<file path="src/rtl/cpu_decode_stage_pkg.sv">
// Shared decode definitions: tag width, RV32 opcodes, op-class encodings and decode helpers.
// `CPU_DECODE_RV32M_EN` enables the MULDIV class for the M-extension encoding.
package cpu_decode_stage_pkg;

  localparam int TAG_SIZE = 4;

  localparam logic [6:0] OPC_LUI    = 7'b0110111;
  localparam logic [6:0] OPC_AUIPC  = 7'b0010111;
  localparam logic [6:0] OPC_JAL    = 7'b1101111;
  localparam logic [6:0] OPC_JALR   = 7'b1100111;
  localparam logic [6:0] OPC_BRANCH = 7'b1100011;
  localparam logic [6:0] OPC_LOAD   = 7'b0000011;
  localparam logic [6:0] OPC_STORE  = 7'b0100011;
  localparam logic [6:0] OPC_ALU_I  = 7'b0010011;
  localparam logic [6:0] OPC_ALU_R  = 7'b0110011;
  localparam logic [6:0] OPC_SYSTEM = 7'b1110011;
  localparam logic [6:0] FUNCT7_MULDIV = 7'b0000001;

  typedef enum logic [3:0] {
    OP_ILLEGAL = 4'd0,
    OP_ALU_R   = 4'd1,
    OP_ALU_I   = 4'd2,
    OP_LOAD    = 4'd3,
    OP_STORE   = 4'd4,
    OP_BRANCH  = 4'd5,
    OP_JAL     = 4'd6,
    OP_JALR    = 4'd7,
    OP_LUI     = 4'd8,
    OP_AUIPC   = 4'd9,
    OP_SYSTEM  = 4'd10,
    OP_MULDIV  = 4'd11
  } op_class_e;

  function automatic op_class_e decode_class(input logic [31:0] instr);
    op_class_e cls;
    case (instr[6:0])
      OPC_LUI:    cls = OP_LUI;
      OPC_AUIPC:  cls = OP_AUIPC;
      OPC_JAL:    cls = OP_JAL;
      OPC_JALR:   cls = OP_JALR;
      OPC_BRANCH: cls = OP_BRANCH;
      OPC_LOAD:   cls = OP_LOAD;
      OPC_STORE:  cls = OP_STORE;
      OPC_ALU_I:  cls = OP_ALU_I;
      OPC_SYSTEM: cls = OP_SYSTEM;
      OPC_ALU_R: begin
        if (instr[31:25] == FUNCT7_MULDIV) begin
`ifdef CPU_DECODE_RV32M_EN
          cls = OP_MULDIV;
`else
          cls = OP_ILLEGAL;
`endif
        end else begin
          cls = OP_ALU_R;
        end
      end
      default:    cls = OP_ILLEGAL;
    endcase
    return cls;
  endfunction

  function automatic logic writes_rd(input op_class_e cls);
    return !(cls inside {OP_STORE, OP_BRANCH, OP_ILLEGAL});
  endfunction

  // Upper-immediate and JAL forms carry no source registers.
  function automatic logic reads_rs1(input op_class_e cls);
    return !(cls inside {OP_LUI, OP_AUIPC, OP_JAL});
  endfunction

  function automatic logic reads_rs2(input op_class_e cls);
    return !(cls inside {OP_LUI, OP_AUIPC, OP_JAL, OP_LOAD, OP_ALU_I, OP_JALR});
  endfunction

  function automatic logic [31:0] decode_imm(input op_class_e cls, input logic [31:0] instr);
    logic [31:0] imm;
    case (cls)
      OP_ALU_I, OP_LOAD, OP_JALR, OP_SYSTEM:
        imm = {{20{instr[31]}}, instr[31:20]};
      OP_STORE:
        imm = {{20{instr[31]}}, instr[31:25], instr[11:7]};
      OP_BRANCH:
        imm = {{20{instr[31]}}, instr[7], instr[30:25], instr[11:8], 1'b0};
      OP_JAL:
        imm = {{12{instr[31]}}, instr[19:12], instr[20], instr[30:21], 1'b0};
      OP_LUI, OP_AUIPC:
        imm = {instr[31:12], 12'd0};
      default:
        imm = 32'd0;
    endcase
    return imm;
  endfunction

endpackage

</file>
<file path="src/rtl/cpu_decode_stage_scoreboard.sv">
// Register scoreboard: one busy bit per architectural register, x0 never busy.
module cpu_scoreboard
  import cpu_decode_stage_pkg::*;
(
  input  logic       i_clock,
  input  logic       i_reset,
  input  logic       i_set_en,
  input  logic [4:0] i_set_idx,
  input  logic       i_clr_en,
  input  logic [4:0] i_clr_idx,
  input  logic [4:0] i_q1_idx,
  output logic       o_q1_busy,
  input  logic [4:0] i_q2_idx,
  output logic       o_q2_busy
);

  logic [31:0] busy_q;
  logic [31:0] busy_d;

  // Set is applied after clear so an issuing writer keeps its bit.
  always_comb begin
    busy_d = busy_q;
    if (i_clr_en) busy_d[i_clr_idx] = 1'b0;
    if (i_set_en) busy_d[i_set_idx] = 1'b1;
    busy_d[0] = 1'b0;
  end

  always_ff @(posedge i_clock) begin
    if (i_reset) busy_q <= '0;
    else         busy_q <= busy_d;
  end

  assign o_q1_busy = busy_q[i_q1_idx];
  assign o_q2_busy = busy_q[i_q2_idx];

endmodule

</file>
<file path="src/rtl/cpu_decode_stage.sv">
// Decode stage: tag-handshaked intake from fetch, scoreboard interlock, registered bundle to execute.
// `CPU_DECODE_RV32M_EN` enables MULDIV decode (see package).
module cpu_decode_stage
  import cpu_decode_stage_pkg::*;
(
  input  logic                i_clock,
  input  logic                i_reset,
  input  logic [TAG_SIZE-1:0] i_tag,
  input  logic [31:0]         i_instruction,
  input  logic [31:0]         i_pc,
  output logic                o_busy,
  input  logic                i_stall,
  output logic [4:0]          o_rs1_index,
  output logic [4:0]          o_rs2_index,
  input  logic [31:0]         i_rs1_data,
  input  logic [31:0]         i_rs2_data,
  input  logic                i_wb_valid,
  input  logic [4:0]          i_wb_rd,
  output logic [TAG_SIZE-1:0] o_tag,
  output logic [3:0]          o_op,
  output logic [2:0]          o_funct3,
  output logic                o_funct7b5,
  output logic [4:0]          o_rd,
  output logic [31:0]         o_rs1_data,
  output logic [31:0]         o_rs2_data,
  output logic [31:0]         o_imm,
  output logic [31:0]         o_pc
);

  logic [TAG_SIZE-1:0] last_tag_q, last_tag_d;
  op_class_e           op_q, op_d;
  logic [2:0]          funct3_q, funct3_d;
  logic                funct7b5_q, funct7b5_d;
  logic [4:0]          rd_q, rd_d;
  logic [31:0]         rs1_data_q, rs1_data_d;
  logic [31:0]         rs2_data_q, rs2_data_d;
  logic [31:0]         imm_q, imm_d;
  logic [31:0]         pc_q, pc_d;

  op_class_e cls;
  logic      pending;
  logic      hazard;
  logic      issue;
  logic      set_en;
  logic      rs1_busy;
  logic      rs2_busy;

  assign o_rs1_index = i_instruction[19:15];
  assign o_rs2_index = i_instruction[24:20];

  cpu_scoreboard u_scoreboard (
    .i_clock   (i_clock),
    .i_reset   (i_reset),
    .i_set_en  (set_en),
    .i_set_idx (i_instruction[11:7]),
    .i_clr_en  (i_wb_valid),
    .i_clr_idx (i_wb_rd),
    .i_q1_idx  (i_instruction[19:15]),
    .o_q1_busy (rs1_busy),
    .i_q2_idx  (i_instruction[24:20]),
    .o_q2_busy (rs2_busy)
  );

  // Only inequality against the last issued tag matters, so tag wrap is harmless.
  always_comb begin
    cls     = decode_class(i_instruction);
    pending = (i_tag != last_tag_q);
    hazard  = pending && ((reads_rs1(cls) && rs1_busy) || (reads_rs2(cls) && rs2_busy));
    issue   = pending && !hazard && !i_stall;
    set_en  = issue && writes_rd(cls) && (i_instruction[11:7] != 5'd0);
    o_busy  = pending && !issue;

    last_tag_d = last_tag_q;
    op_d       = op_q;
    funct3_d   = funct3_q;
    funct7b5_d = funct7b5_q;
    rd_d       = rd_q;
    rs1_data_d = rs1_data_q;
    rs2_data_d = rs2_data_q;
    imm_d      = imm_q;
    pc_d       = pc_q;
    if (issue) begin
      last_tag_d = i_tag;
      op_d       = cls;
      funct3_d   = i_instruction[14:12];
      funct7b5_d = i_instruction[30];
      rd_d       = i_instruction[11:7];
      rs1_data_d = i_rs1_data;
      rs2_data_d = i_rs2_data;
      imm_d      = decode_imm(cls, i_instruction);
      pc_d       = i_pc;
    end
  end

  // Issue boundary: decode bundle registered toward execute.
  always_ff @(posedge i_clock) begin
    if (i_reset) begin
      last_tag_q <= '0;
      op_q       <= OP_ILLEGAL;
      funct3_q   <= '0;
      funct7b5_q <= 1'b0;
      rd_q       <= '0;
      rs1_data_q <= '0;
      rs2_data_q <= '0;
      imm_q      <= '0;
      pc_q       <= '0;
    end else begin
      last_tag_q <= last_tag_d;
      op_q       <= op_d;
      funct3_q   <= funct3_d;
      funct7b5_q <= funct7b5_d;
      rd_q       <= rd_d;
      rs1_data_q <= rs1_data_d;
      rs2_data_q <= rs2_data_d;
      imm_q      <= imm_d;
      pc_q       <= pc_d;
    end
  end

  assign o_tag      = last_tag_q;
  assign o_op       = op_q;
  assign o_funct3   = funct3_q;
  assign o_funct7b5 = funct7b5_q;
  assign o_rd       = rd_q;
  assign o_rs1_data = rs1_data_q;
  assign o_rs2_data = rs2_data_q;
  assign o_imm      = imm_q;
  assign o_pc       = pc_q;

endmodule

</file>
<file path="config.mk">
export PLATFORM = sky130hd
export DESIGN_NAME = cpu_decode_stage
export DESIGN_NICKNAME = d
export VERILOG_FILES = /design/src/rtl/cpu_decode_stage_pkg.sv /design/src/rtl/cpu_decode_stage_scoreboard.sv /design/src/rtl/cpu_decode_stage.sv
export SDC_FILE = /design/constraint.sdc
export NUM_CORES = 1
export LEC_CHECK = 0
export CAP_MARGIN = 0
export CORE_MARGIN = 2
export CORE_UTILIZATION = 35
export CTS_CLUSTER_SIZE = 24
export DETAILED_ROUTE_END_ITERATION = 7
export HOLD_SLACK_MARGIN = 0.08
export PLACE_DENSITY = 0.68
export SYNTH_ARGS = -nofsm -noshare
export SYNTH_HDL_FRONTEND = slang
export SYNTH_SLANG_ARGS = --single-unit
</file>
<file path="constraint.sdc">
create_clock -name i_clock -period 4.5 [get_ports i_clock]
set_input_delay 0.9 -clock i_clock [delete_from_list [all_inputs] [get_ports i_clock]]
set_output_delay 0.9 -clock i_clock [all_outputs]
set_load 0.02 [all_outputs]
</file>
---- Word-level counts from Yosys, hierarchy flattened ----
Index checks and enable logic that the tools add are counted.
word-level totals
  memories kept ........................... 0
  bits in latches ......................... 0
  input bits .............................. 141
  flip-flop bits (word level) ............. 177
  memory bits (writable) .................. 0
  logic and storage cells ................. 78
  memory bits (read-only) ................. 0
operators by class
  bitwise gates (word level) .............. 3
  mux-type cells .......................... 13
  reduce and logical (&&, ||, !) cells .... 24
  $mul .................................... 0
  div/mod/pow operators ................... 0
  add/sub/neg operators ................... 0
  shifts and indexed selects .............. 0
  $lt $le $gt $ge ......................... 6
  eq/ne operators ......................... 21
operator list
  operator                                              count
  case mux 32 bit (5 select lines)                      1
  2-to-1 mux 32 bit                                     2
  case mux 4 bit (10 select lines)                      1
  AND 32 bit                                            1
  NOT 32 bit                                            1
  OR 32 bit                                             1
  equality test 7 bit (second input constant)           4
  < comparator 5 x 6 -> 1 bit (second input constant)   4
  equality test 7 x 6 -> 1 bit (second input constant)  3
  equality test 4 x 3 -> 1 bit (second input constant)  4
  equality test 7 x 5 -> 1 bit (second input constant)  2
  equality test 4 bit (second input constant)           3
  binary-select mux 1 bit (select 5 bit)                2
  demux 1 bit (select 5 bit)                            2
  >= comparator 5 x 1 -> 1 bit (second input constant)  2
  logical AND 1 bit                                     10
  equality test 4 x 2 -> 1 bit (second input constant)  2
  equality test 7 x 1 -> 1 bit (second input constant)  1
  equality test 7 x 2 -> 1 bit (second input constant)  1
  zero test 1 bit                                       6
  nonzero test 3 bit                                    2
  nonzero test 6 bit                                    1
  2-to-1 mux 1 bit                                      5
  nonzero test 5 bit                                    1
  5 further kinds                                       5

---- Depth between registers and ports, before layout ----
  depth in word-level cells ............... 15
  mapped depth ............................ 10
  mapped depth without buffers ............ 6

---- Cells and area by module ----
Synthesis repeated with hierarchy kept, for this count alone.
second synthesis, totals
  cells, all modules ...................... 914
  area, all modules ....................... 7,335.8 µm²
by module, submodules not included
  module            instances  seq. area each (µm²)  cells an instance  area each (µm²)
  cpu_decode_stage  1          2,902.8               685                5,509.0
  cpu_scoreboard    1          620.6                 229                1,826.8

---- Worst setup path after synthesis ----
Ideal clock, no wire load.
  path kind ............................... input-to-output
  start ................................... input port i_instruction[17]
  end ..................................... output port o_busy
  buffers on the path ..................... 2
  arrival ................................. 2.869 ns
  stages .................................. 8
  setup slack ............................. 0.731 ns
  required time ........................... 3.600 ns
  path through ............................ buf_2 > mux2_2 > a221oi_1 > nor4_1 > o41ai_4 > o211ai_1 > buf_2 > nor2b_1
between the ends
  cells in the longest elaborated chain, start to end .. 10
ends and longest elaborated chain
  element                                 line                               source
  start, declared                         cpu_decode_stage.sv:9              input logic [31:0] i_instruction,
  binary-select mux 1 bit (select 5 bit)  cpu_decode_stage_scoreboard.sv:33  assign o_q1_busy = busy_q[i_q1_idx];
  2-to-1 mux 1 bit (implied by the code)  cpu_decode_stage_scoreboard.sv:33
  logical AND 1 bit                       cpu_decode_stage.sv:68             hazard = pending && ((reads_rs1(cls) && rs1_busy) || (reads_rs2(cls) && rs2_busy));
  logical OR 1 bit                        cpu_decode_stage.sv:68
  logical AND 1 bit                       cpu_decode_stage.sv:68
  zero test 1 bit                         cpu_decode_stage.sv:69             issue = pending && !hazard && !i_stall;
  logical AND 1 bit (2 in series)         cpu_decode_stage.sv:69
  zero test 1 bit                         cpu_decode_stage.sv:71             o_busy = pending && !issue;
  logical AND 1 bit                       cpu_decode_stage.sv:71
  end, declared                           cpu_decode_stage.sv:11             output logic o_busy,
No other way between the ends. The select of a mux whose other input is x is not followed.

---- Worst setup path in the final report ----
Same ends and word-level chain as after synthesis.

==> qor.yml <==
die:
  num_rows: 56
  die-area_sq_um: 25000
  start_util_pct: 35.5
  die_h_microns: 158
  core_area_sq_um: 23400
  die_w_microns: 158
  ios: 297
cts:
  clk_path_buf_depth: 2
  clkSinkCount: 176
  cts_max_level: 4
  worstSkewPairLatency_ns: 0.43
  clock-root-buffer: "clkbuf_16"
  cts_tree: "done"
  cts-buffers-inserted: 17
  cts_setup_buffers: 0
  clk_pin_slew_ns: 0.07
synth:
  synth_simple_gate_area_share_pct: 19.8
  synth_top_family_by_area: "simple AND/OR/NAND/NOR gates"
  synth_xor_area_share_pct: 0.421
  synthMuxAreaShare_pct: 18.4
  synth-seq-cells: 176
  synthAdderAreaFrac_pct: 0
  synth_common_cells: "nand2_1, dfxtp_1, mux2i_1, clkbuf_1, o41ai_1"
  synth-compound-area-share_pct: 12.1
  synth_area_sq_um: 8320
  async_reset_ff_share_pct: 0
  synth_edf_count: 0
  syn_area_per_cell_sq_um: 9.03
  yosysWarnings: 0
  synth_top_area_cell: "dfxtp_1"
  synth_flop_cell: "dfxtp_1"
  synth_nets: 1062
  ys_top_cells_by_area: "dfxtp_1, mux2i_1, nand2_1"
  seq_area_frac_synth_pct: 42.4
  ys_types: 49
  synth_most_common_cell: "nand2_1"
  netlist.area_leader.share_pct: 42.4
  syn-instance-count: 921
timing:
  slew_headroom_pct: 24.1
  hold_ws_ns: 0.456
  max_freq_mhz: 231
  period_needed_ns: 4.32
  fin_ws_ns: 0.178
  finClkSkew_ns: 0.0127
  report.final.slew_viol_count: 0
  finalSetupViolations: 0
  hold_viol_final: 0
  fin_crit_sh_pct: 96.0
  tightest_slew_ns: 1.13
  rsz0062_at_grt: "false"
placement:
  place_ws_ns: -0.0727
  placed_cells: 1482
  routabilityCongestion: 0.964
  portBuffers: 296
  dpl.hpwl_mm: 19.9
power:
  pwr-share-comb_pct: 19.9
  sw_frac_of_total_pct: 29.6
  powerDensity_nw_per_um2: 327
  p_sw_w: 0.00116
  power_frac_seq_pct: 42.7
  leakagePower_nw: 4.49
  vdd_drop_max_v: 0.000190
  clkPwrFrac_pct: 37.4
  power_w: 0.00393
  p_int_w: 0.00277
flow_run:
  drv_cap: 0
setup_path:
  slowest_delay_ns: 0.46
  timing.rr.start: "u_scoreboard.busy_q[26]"
  cp-end-kind: "output pin"
  slowest_stage: "clkdlybuf4s50_1"
  required_ns: 3.60
  path_cells: "clkdlybuf4s50_1 -> buf_4 -> mux2_2 -> a221oi_1 -> nor4_1 -> o41ai_4 -> o211ai_1 -> nor2b_1 -> dlygate4sd2_1"
  crit_start: "i_instruction[17]"
  cpLargestDelayFamily: "buffers and inverters"
  critPathMaxFanout: 7
  path_class: "input port to output pin"
  start_kind: "input port"
  critPathArrivalTime_ns: 3.42
  critical_path_buf_inv_count: 3
detailed_routing:
  wl_per_cell_microns: 18.0
  vias: 7728
  ant_nets: 0
  initialDrtViolationCount: 561
  routed_wl_mm: 27.2
  vias_per_cell: 5.10
  dr.pass1.iters: 5
  drcViolationCount: 0
grt:
  grt_pass1_vias: 7256
  track_usage_pct: 21.0
  grt_pass1_wl_mm: 40.7
  grt_max_degree: 102
  grt-ovfl-total: 0
  antenna_found_initial: 0
hold_path:
  hp-class: "flop to flop"
  hold_start: "o_pc[27]"
cells_and_area:
  fill_cells: 2216
  syn_to_final_growth_pct: 44.5
  layout-drive-gt1-share_pct: 7.62
  multi_input_area_sq_um: 4240
  diodes: 0
  fin_cells: 1514
  register_area_sq_um: 3520
  fin_nets: 1323
run_status:
  status: "complete, no violations"
## what timing repair did
action	in CTS	in global routing
gates resized for setup	1	0
endpoints found under the setup margin	1	0
hold buffers	0	0
hold endpoints to repair	0	0
## cells by family (layout without fill, tap and decap cells)
family / count (synthesis) / in the layout
AOI/OAI and AO/OA: 131 / 131
xor gates and xnor gates: 4 / 4
buffers and inverters: 93 / 367
DFF: 176 / 176
muxes: 137 / 137
and+or+nand+nor: 380 / 380
## worst reg2reg max path, cell delays in order, from the launching register on
cell,delay [ns]
dfxtp_1,0.40
mux4_2,0.25
nor4b_1,0.26
a21oi_1,0.07
and4_1,0.23
buf_4,0.15
o211ai_4,0.86
buf_4,0.33
mux2i_1,0.21
## cells in the final DEF (no fill, tap or decap), drive strengths merged, types with 12 or more instances in the layout
cell type and count:
buf 32, mux2i 121, o32ai 26, clkbuf 18, clkdlybuf4s50 295, dfxtp 176, inv 13, nand2 281
a21oi 29, o211ai 19, o41ai 32, nand3 28, nor2 14, mux4 12
## worst paths after layout
| path | to | cells past startpoint | slack (ns) |
|---|---|---|---|
| hold / removal | o_pc[27] | 2 | 0.46 |
| hold reg to reg | o_pc[27] | 2 | 0.46 |
| setup reg to reg | o_imm[9] | 8 | 1.67 |
| setup / recovery | o_busy | 9 | 0.18 |
## routing by layer
layer  part of all wire (%)  wire, microns  global-route usage (%)  vias up
met1                     43          11700                    26.1     3579
met2                     45          12300                    33.6      326
met5                      0              0                       0        -
li1                       -              -                       -     3773
met3                    9.0           2440                    7.17       50
met4                    2.9            776                    7.68        0
## per-stage QoR
stage	utilization [%]	TNS, ns	area (sq um)
floorplan	-	0	8320
global placement	48.9	-0.0913	11400
detailed placement	48.9	-0.0727	11400
CTS	51.3	0	12000
global route	51.3	0	12000
finish	51.3	0	12000
## power groups by stage
stage / registers (W) / clock network, W / logic, W
2_1_floorplan: 0.00181 / 0 / 0.000333
3_3_place_gp: 0.00171 / 0 / 0.000780
3_5_place_dp: 0.00171 / 0 / 0.000784
4_1_cts: 0.00168 / 0.00151 / 0.000786
5_1_grt: 0.00169 / 0.00157 / 0.000835
6_report: 0.00168 / 0.00147 / 0.000781
## sequential cells by signal, summed over array words and instances (netlist names)
name                 count
o_funct3                 3
o_imm                   32
o_op                     4
o_pc                    32
o_rd                     5
o_tag                    4
u_scoreboard.busy_q     31
o_rs1_data              32
o_rs2_data              32
o_funct7b5               1
## final cells by class
cell class	instances	share of cell area, %
clock buffers	18	3.66
clock inverters	14	1.20
inverters	7	0.281
multi-input cells	652	35.3
flip-flops and latches	176	29.3
well taps	319	3.32
repair buffers	328	27.0
No activity file was read; power rests on OpenSTA's default activity.
